### src/rtl/id_ex_operand_stage_pkg.sv
// Shared widths and ALU operation codes for the operand-fetch / ID-EX stage.
package id_ex_operand_stage_pkg;

  localparam int XLEN       = 32;
  localparam int NREG       = 32;
  localparam int REG_ADDR_W = $clog2(NREG);
  localparam int ALU_SEL_W  = 4;

  localparam logic [ALU_SEL_W-1:0] ALU_AND = 4'b0000;
  localparam logic [ALU_SEL_W-1:0] ALU_OR  = 4'b0001;
  localparam logic [ALU_SEL_W-1:0] ALU_ADD = 4'b0010;
  localparam logic [ALU_SEL_W-1:0] ALU_SUB = 4'b0110;
  localparam logic [ALU_SEL_W-1:0] ALU_SLT = 4'b0111;
  localparam logic [ALU_SEL_W-1:0] ALU_NOR = 4'b1100;
  localparam logic [ALU_SEL_W-1:0] ALU_EQ  = 4'b1111;

endpackage

### src/rtl/id_ex_operand_stage_regfile_2r1w.sv
// 32x32 integer register file: two async read ports, one sync write port,
// x0 hardwired to zero, same-cycle write-back forwarded onto the read ports.
module regfile_2r1w
  import id_ex_operand_stage_pkg::*;
(
  input  logic                  clk,
  input  logic                  reset,
  input  logic                  we_i,
  input  logic [REG_ADDR_W-1:0] waddr_i,
  input  logic [XLEN-1:0]       wdata_i,
  input  logic [REG_ADDR_W-1:0] raddr1_i,
  input  logic [REG_ADDR_W-1:0] raddr2_i,
  output logic [XLEN-1:0]       rdata1_o,
  output logic [XLEN-1:0]       rdata2_o
);

  logic [XLEN-1:0] regs_q [NREG];

  // Array update: reset clears every entry and wins over a write-back.
  always_ff @(posedge clk) begin
    if (reset) begin
      for (int i = 0; i < NREG; i++) regs_q[i] <= '0;
    end else if (we_i && (waddr_i != '0)) begin
      regs_q[waddr_i] <= wdata_i;
    end
  end

  // x0 is never written, so it never needs forwarding either.
  assign rdata1_o = (raddr1_i == '0)                 ? '0      :
                    (we_i && (waddr_i == raddr1_i))  ? wdata_i : regs_q[raddr1_i];
  assign rdata2_o = (raddr2_i == '0)                 ? '0      :
                    (we_i && (waddr_i == raddr2_i))  ? wdata_i : regs_q[raddr2_i];

endmodule

### src/rtl/id_ex_operand_stage.sv
// Operand fetch plus one-entry valid/ready ID/EX register feeding the ALU.
module id_ex_operand_stage
  import id_ex_operand_stage_pkg::*;
(
  input  logic                  clk,
  input  logic                  reset,
  input  logic                  In_Valid,
  output logic                  In_Ready,
  input  logic [REG_ADDR_W-1:0] Rs1_Addr,
  input  logic [REG_ADDR_W-1:0] Rs2_Addr,
  input  logic [REG_ADDR_W-1:0] Rd_Addr,
  input  logic [XLEN-1:0]       Imm,
  input  logic                  Use_Imm,
  input  logic [ALU_SEL_W-1:0]  ALU_Sel_In,
  input  logic                  Reg_Write_In,
  input  logic                  Flush,
  input  logic                  WB_En,
  input  logic [REG_ADDR_W-1:0] WB_Addr,
  input  logic [XLEN-1:0]       WB_Data,
  output logic                  Out_Valid,
  input  logic                  Out_Ready,
  output logic [XLEN-1:0]       A_in,
  output logic [XLEN-1:0]       B_in,
  output logic [ALU_SEL_W-1:0]  ALU_Sel,
  output logic [REG_ADDR_W-1:0] Rd_Out,
  output logic                  Reg_Write_Out
);

  logic [XLEN-1:0]       rs1_val, rs2_val;
  logic                  accept;
  logic                  valid_q, valid_d;
  logic [XLEN-1:0]       a_q, a_d, b_q, b_d;
  logic [ALU_SEL_W-1:0]  sel_q, sel_d;
  logic [REG_ADDR_W-1:0] rd_q, rd_d;
  logic                  rw_q, rw_d;

  regfile_2r1w u_regfile (
    .clk      (clk),
    .reset    (reset),
    .we_i     (WB_En),
    .waddr_i  (WB_Addr),
    .wdata_i  (WB_Data),
    .raddr1_i (Rs1_Addr),
    .raddr2_i (Rs2_Addr),
    .rdata1_o (rs1_val),
    .rdata2_o (rs2_val)
  );

  // During a flush the incoming instruction is swallowed, so ready is forced
  // high to let the upstream stage retire it.
  assign In_Ready = !valid_q || Out_Ready || Flush;
  assign accept   = In_Valid && In_Ready && !Flush;

  // Next-state for the pipeline register; data only moves on accept.
  always_comb begin
    valid_d = valid_q;
    a_d     = a_q;
    b_d     = b_q;
    sel_d   = sel_q;
    rd_d    = rd_q;
    rw_d    = rw_q;
    if (Flush) begin
      valid_d = 1'b0;
      rw_d    = 1'b0;
    end else if (accept) begin
      valid_d = 1'b1;
      a_d     = rs1_val;
      b_d     = Use_Imm ? Imm : rs2_val;
      sel_d   = ALU_Sel_In;
      rd_d    = Rd_Addr;
      rw_d    = Reg_Write_In;
    end else if (valid_q && Out_Ready) begin
      valid_d = 1'b0;
    end
  end

  // Pipeline register with synchronous reset.
  always_ff @(posedge clk) begin
    if (reset) begin
      valid_q <= 1'b0;
      a_q     <= '0;
      b_q     <= '0;
      sel_q   <= ALU_AND;
      rd_q    <= '0;
      rw_q    <= 1'b0;
    end else begin
      valid_q <= valid_d;
      a_q     <= a_d;
      b_q     <= b_d;
      sel_q   <= sel_d;
      rd_q    <= rd_d;
      rw_q    <= rw_d;
    end
  end

  assign Out_Valid     = valid_q;
  assign A_in          = a_q;
  assign B_in          = b_q;
  assign ALU_Sel       = sel_q;
  assign Rd_Out        = rd_q;
  assign Reg_Write_Out = rw_q;

endmodule

### config.mk
export PLATFORM = sky130hd
export DESIGN_NAME = id_ex_operand_stage
export DESIGN_NICKNAME = d
export VERILOG_FILES = /design/src/rtl/id_ex_operand_stage_pkg.sv /design/src/rtl/id_ex_operand_stage_regfile_2r1w.sv /design/src/rtl/id_ex_operand_stage.sv
export SDC_FILE = /design/constraint.sdc
export NUM_CORES = 2
export LEC_CHECK = 0
export CORE_MARGIN = 2
export CORE_UTILIZATION = 40
export DETAILED_ROUTE_END_ITERATION = 8
export REMOVE_ABC_BUFFERS = 1
export SLEW_MARGIN = 25
export SYNTH_ARGS = -nofsm -noshare
export SYNTH_HDL_FRONTEND = slang
export SYNTH_SLANG_ARGS = --single-unit
### constraint.sdc
create_clock -name clk -period 6.2 [get_ports clk]
set_input_delay 1.86 -clock clk [delete_from_list [all_inputs] [get_ports clk]]
set_output_delay 1.86 -clock clk [all_outputs]
set_load 0.005 [all_outputs]
# Word-level counts from Yosys, hierarchy flattened
# Memory sizes are Yosys's and may differ from the RTL's.
# Index checks and enable logic that the tools add are counted.
totals:
  ff_bits: 75
  mem_bits_rw: 1024
  inputBits: 96
  output_inout_bits: 76
  elab_cells: 42
  mem_count: 1
classes:
  eq_ne: 2
  mux: 15
  bitwise: 1
  reduce_logical: 17
memory_table:
  columns: ["name", "words", "width", "read_ports", "rd_clocked_by_memory_dff", "wr", "line", "source"]
  rows:
  - ["u_regfile.regs_q", 32, 32, 2, 0, 32, "id_ex_operand_stage_regfile_2r1w.sv:17", "logic [XLEN-1:0] regs_q [NREG];"]
ops:
  columns: ["op", "count"]
  rows:
  - ["32-bit two-way mux", 6]
  - ["32-bit OR reduction", 1]
  - ["5-bit equality test", 2]
  - ["5-bit logical NOT", 2]
  - ["1-bit two-way mux", 8]
  - ["1-bit logical AND", 6]
  - ["5-bit two-way mux", 1]
  - ["5-bit nonzero test", 1]
  - ["1-bit logical NOT", 2]
  - ["1-bit logical OR", 2]
  - ["2-bit AND reduction", 1]
  - ["2-bit nonzero test", 1]
  - ["2-bit OR reduction", 1]
  - ["1-bit inverter", 1]

# Logic depth before layout (Yosys ltp)
logic_depth:
  depth_word: 7
  ltp_mapped: 11

# Hierarchy
# Synthesis repeated with hierarchy kept, for this count alone.
hier_totals:
  hier_cells: 4147
  hier_area_um2: 58235.9
modules_own_cells:
  columns: ["mod", "n_inst", "cells_each", "area_each_um2", "seq_area_each_um2"]
  rows:
  - ["regfile_2r1w", 1, 3802, 55061.6, 30749.5]
  - ["id_ex_operand_stage", 1, 345, 3174.3, 1501.4]

# Worst setup path after synthesis
# OpenSTA, ideal clock, no wires.
synth_timing:
  path_type: "input to output"
  from: "in Out_Ready"
  to: "out In_Ready"
  t_arrival_ns: 2.120
  required_ns: 4.340
  slack_ns: 2.220
  cell_stages: 2
  path_buffers: 0
  cell_sequence: "nor2b_1 > nand2b_1"
synth_via:
  elab_chain_len: 2
synth_lines:
  columns: ["item", "line", "source"]
  rows:
  - ["from (decl)", "id_ex_operand_stage.sv:21", "input logic Out_Ready,"]
  - ["1-bit logical OR (2 in a row)", "id_ex_operand_stage.sv:51", "assign In_Ready = !valid_q || Out_Ready || Flush;"]
  - ["to (decl)", "id_ex_operand_stage.sv:8", "output logic In_Ready,"]
# No other way between the ends.

# Final worst setup path
# Ends and elaborated chain as after synthesis.

==> parameters.txt <==
Parameter                              Value

Setup path
  CP Launch Type ... input port
  Maximum fanout encountered on the critical timing path ... 4
  Startpoint-to-endpoint class of the critical path ... in -> out
  Crit path from ... Out_Ready
  Data arrival, critical path ... 3.06 ns
  Required time at the worst-slack endpoint ... 4.34 ns
  Cell count of the worst reg-to-reg path ... 6
  R2R Path Start ... Out_Valid
  Register-to-register setup slack ... 3.97 ns
  R2R Path End ... A_in[16]
  CP Capture Type ... output pin
  Worst setup endpoint ... In_Ready

Placed design
  Post-Place Setup Slack ... 0.8663 ns
  PortBufs ... between 150 and 200
  Final estimated routing congestion in global placement ... between 0.8 and 0.9
  DP HPWL ... between 100 and 150 mm

Global routing
  Grt total ovfl ... 0
  Number of antenna violations at the first check in global routing ... 13
  Most used routing layer in global routing ... met2
  GR Util All Layers ... 0.2823
  Global routing usage on met2 ... 0.4495
  Met1 routing resource usage after global routing ... 0.3860
  Pin count of the biggest net entering global routing ... 85
  Number of global-route vias before repair ... 38132
  Met3 GRT Util ... 0.05272
  Wire length of the first global-routing pass ... 292.8 mm

Pwr
  Sw Share ... 0.2521
  Share of total power in combinational logic ... 0.120
  Internal power ... 13.61 mW
  Share of power burned in registers ... 0.481
  Clk pwr share ... 0.399
  Worst IR drop on VDD ... around 0.23 mV
  Pwr dens ... 276.0 nW/um2
  Leakage power figure ... 22.86 nW
  Net switching power ... approximately 4.6 mW

Logic synthesis
  Avg Inst Size Synth ... 14.36 um2
  Area fraction in compound gates after synthesis ... 0.06684
  Number of standard cells after synthesis ... between 4000 and 5000
  Flops & latches, synth ... around 1100
  Simple-gate share of the synthesized area ... 0.1336
  Mux share of post-synthesis cell area ... 0.2062
  Number of distinct library cells after synthesis ... 43
  Syn Std Cell Area ... 57900 um2
  Sequential share of the synthesized area ... 0.5570
  Ys Warns ... 0
  Main combinational cell family by area after synthesis ... multiplexers
  Fraction of the mapped netlist area in adder cells ... 0
  Fraction of synthesized cell area in xor and xnor cells ... 0.001513

Route
  Initial DRC Count ... 4989
  Number of detailed-route iterations in the first pass ... 7
  Routed wire length per instance ... 34.41 um
  Number of vias in the routed layout ... 38423
  Remaining number of nets flagged by the antenna check after routing ... 0
  Routed wire length ... 209.5 mm
  Via count normalized by instance count ... between 6 and 7
  Detailed-route DRC error count ... 14

STA
  Final period utilization ... 0.7928
  Sum Neg Setup Slack ... 0 ns
  Timing-limited maximum frequency ... 203.4 MHz
  Final min period ... ~4.9 ns
  Final worst clock skew ... 0.03908 ns
  Smallest setup slack after layout ... approximately 1.3 ns
  Number of hold violations in the final report ... 0
  Relative slew margins ... 0.2973
  Count of final setup violators ... 0
  Worst-margin pin slew ... 1.052 ns
  Final Max Slew Viols ... 0
  Unrepaired setup endpoints after global routing ... false

Status
  Outcome ... finished, violations left
  Violated checks ... DRC

Cells and area
  FILL cells ... 12641
  Leading cell types in the layout, fill and taps excluded ... sky130_fd_sc_hd__edfxtp_1, sky130_fd_sc_hd__and2_1, sky130_fd_sc_hd__mux4_2
  Net count of the finished layout ... 4172
  Commonest non-fill, non-tap cell in the layout ... sky130_fd_sc_hd__edfxtp_1
  Sequential cell area in the final layout ... 32250 um2
  Proportion of layout cells with a drive suffix above 1 ... 0.2070
  Area growth, synth to finish ... 13.87%
  Multi-input gate area ... around 24000 um2

Clocking
  Cells resized by post-CTS repair ... 0
  Clock slew at reported path FFs ... approximately 0.06 ns
  H-tree level count ... 3
  TritonCTS Buffers ... about 120
  Hold-fix buffers at CTS ... 0
  Number of buffers added for setup after CTS ... 0
  Clock tree root buffer cell ... sky130_fd_sc_hd__clkbuf_16
  Buffer depth of the longest clock path ... 3
  Worst-Skew Late Latency ... 0.77 ns
  CTS tree ... yes
  Total clock sinks ... 1099

Floorplanning
  Core box area ... 143700 um2
  DIE AREA ... 147800 um2
  Die height ... 384.5 um
  Initial standard-cell utilization of the core ... 0.4031
  Die width ... 384.5 um
  I/O pin total ... 172
  Row Count ... 139

Run
  Number of violations of the max-capacitance limit ... 0

Worst hold path
  Path type of the worst min-delay path ... reg -> reg
## state kept, by name, summed over array words and instances, names as in the netlist
register and count:
A_in 32, ALU_Sel 4, B_in 32, Reg_Write_Out 1
Out_Valid 1, Rd_Out 5, u_regfile.regs_q 1024
## cells by family (layout without fill, tap and decap cells)
kind of cell	count (synthesis)	count (layout)
flip-flops	1099	1099
buffers and inverters	449	564
other	1	41
AO/OA/AOI/OAI	524	524
XOR/XNOR	10	10
AND/OR/NAND/NOR	1276	1276
multiplexers	673	673
## cell type report
| type | count | area share |
|---|---|---|
| inverters | 1 | 0.00005693 |
| multi-input cells | 2515 | 0.3655 |
| well taps | 1903 | 0.03611 |
| repair buffers | 338 | 0.04978 |
| flip-flops and latches | 1099 | 0.4891 |
| clock inverters | 70 | 0.01055 |
| clock buffers | 155 | 0.04850 |
| diodes | 9 | 0.0003416 |
## how the worst min path moves through the flow
stage,from,endpoint,slack (ns),depth (start not counted)
finish,Rd_Out[3],Rd_Out[3],0.45,2
global route,Rd_Out[4],Rd_Out[4],0.48,2
CTS,Rd_Out[3],Rd_Out[3],0.46,2
detailed placement,Rd_Out[3],Rd_Out[3],0.45,2
global placement,Rd_Out[2],Rd_Out[2],0.45,2
floorplan,ALU_Sel[0],ALU_Sel[0],0.45,2
## Yosys cell counts
library cell                count  area, um2
sky130_fd_sc_hd__edfxtp_1    1024      30750
sky130_fd_sc_hd__and2_1       994       6218
sky130_fd_sc_hd__mux4_2       416       9369
sky130_fd_sc_hd__clkbuf_1     332       1246
sky130_fd_sc_hd__mux2i_1      257       2572
sky130_fd_sc_hd__a221oi_1     128       1121
sky130_fd_sc_hd__a21oi_1      105      525.5
sky130_fd_sc_hd__nor2_1       100      375.4
sky130_fd_sc_hd__a22oi_1       96      720.7
sky130_fd_sc_hd__dfxtp_1       75       1501
sky130_fd_sc_hd__a211oi_1      64      480.5
sky130_fd_sc_hd__buf_2         62      310.3
sky130_fd_sc_hd__nor2b_1       40      250.2
sky130_fd_sc_hd__nand2b_1      35      219.0
sky130_fd_sc_hd__or4_1         33      247.7
sky130_fd_sc_hd__a211o_1       32      280.3
sky130_fd_sc_hd__a22o_1        32      280.3
sky130_fd_sc_hd__a2bb2oi_1     32      280.3
sky130_fd_sc_hd__o21ai_0       32      160.2
sky130_fd_sc_hd__or2_2         32      200.2
sky130_fd_sc_hd__buf_4         30      225.2
sky130_fd_sc_hd__nand2_1       22      82.58
sky130_fd_sc_hd__buf_6         12      135.1
sky130_fd_sc_hd__buf_1          9      33.78
sky130_fd_sc_hd__xnor2_1        6      52.55
sky130_fd_sc_hd__nand3b_1       5      37.54
sky130_fd_sc_hd__nor3_1         4      20.02
sky130_fd_sc_hd__xor2_1         4      35.03
sky130_fd_sc_hd__buf_12         3      60.06
sky130_fd_sc_hd__nand3_1        2      10.01
sky130_fd_sc_hd__o21bai_1       2      15.01
sky130_fd_sc_hd__a31oi_1        1      6.260
sky130_fd_sc_hd__and2_4         1      8.760
sky130_fd_sc_hd__and3_1         1      6.260
sky130_fd_sc_hd__conb_1         1      3.750
sky130_fd_sc_hd__inv_1          1      3.750
sky130_fd_sc_hd__nand4_1        1      6.260
sky130_fd_sc_hd__nand4bb_1      1      11.26
sky130_fd_sc_hd__nor2_4         1      11.26
sky130_fd_sc_hd__nor3b_1        1      7.510
sky130_fd_sc_hd__nor4_1         1      6.260
sky130_fd_sc_hd__or3_1          1      6.260
sky130_fd_sc_hd__or3b_2         1      8.760
## routing by layer
layer | vias to the layer above | part of all wire
li1 | 15589 | -
met1 | 20083 | 0.40
met2 | 2327 | 0.47
met3 | 418 | 0.097
met4 | 6 | 0.039
met5 | - | 0.00020
## critical path, cell delays in order
cell,delay [ns]
sky130_fd_sc_hd__clkdlybuf4s50_1,0.40
sky130_fd_sc_hd__nor2b_1,0.25
sky130_fd_sc_hd__nand2b_1,0.09
sky130_fd_sc_hd__clkdlybuf4s50_1,0.45
## power groups by stage
stage,Sequential (mW),Combinational [mW],Clock [mW]
CTS,8.74,2.17,7.33
global route,8.79,2.27,7.59
global placement,8.88,2.16,0
detailed placement,8.89,2.17,0
floorplan,8.79,1.06,0
finish,8.75,2.18,7.27
## through the flow
stage | power (mW) | util | std cells | area [um2] | hold slack [ns]
after global placement | 11.03 | 0.4324 | 5856 | 62120 | 0.4450
final | 18.20 | 0.4590 | 6090 | 65930 | 0.4511
after detailed placement | 11.06 | 0.4321 | 5856 | 62080 | 0.4470
after CTS | 18.25 | 0.4592 | 6081 | 65970 | 0.4553
after global routing | 18.65 | 0.4588 | 6081 | 65910 | 0.4761
after floorplan | 9.852 | - | 3615 | 56010 | 0.4467
Note: power is estimated with default switching activity, not from simulation.
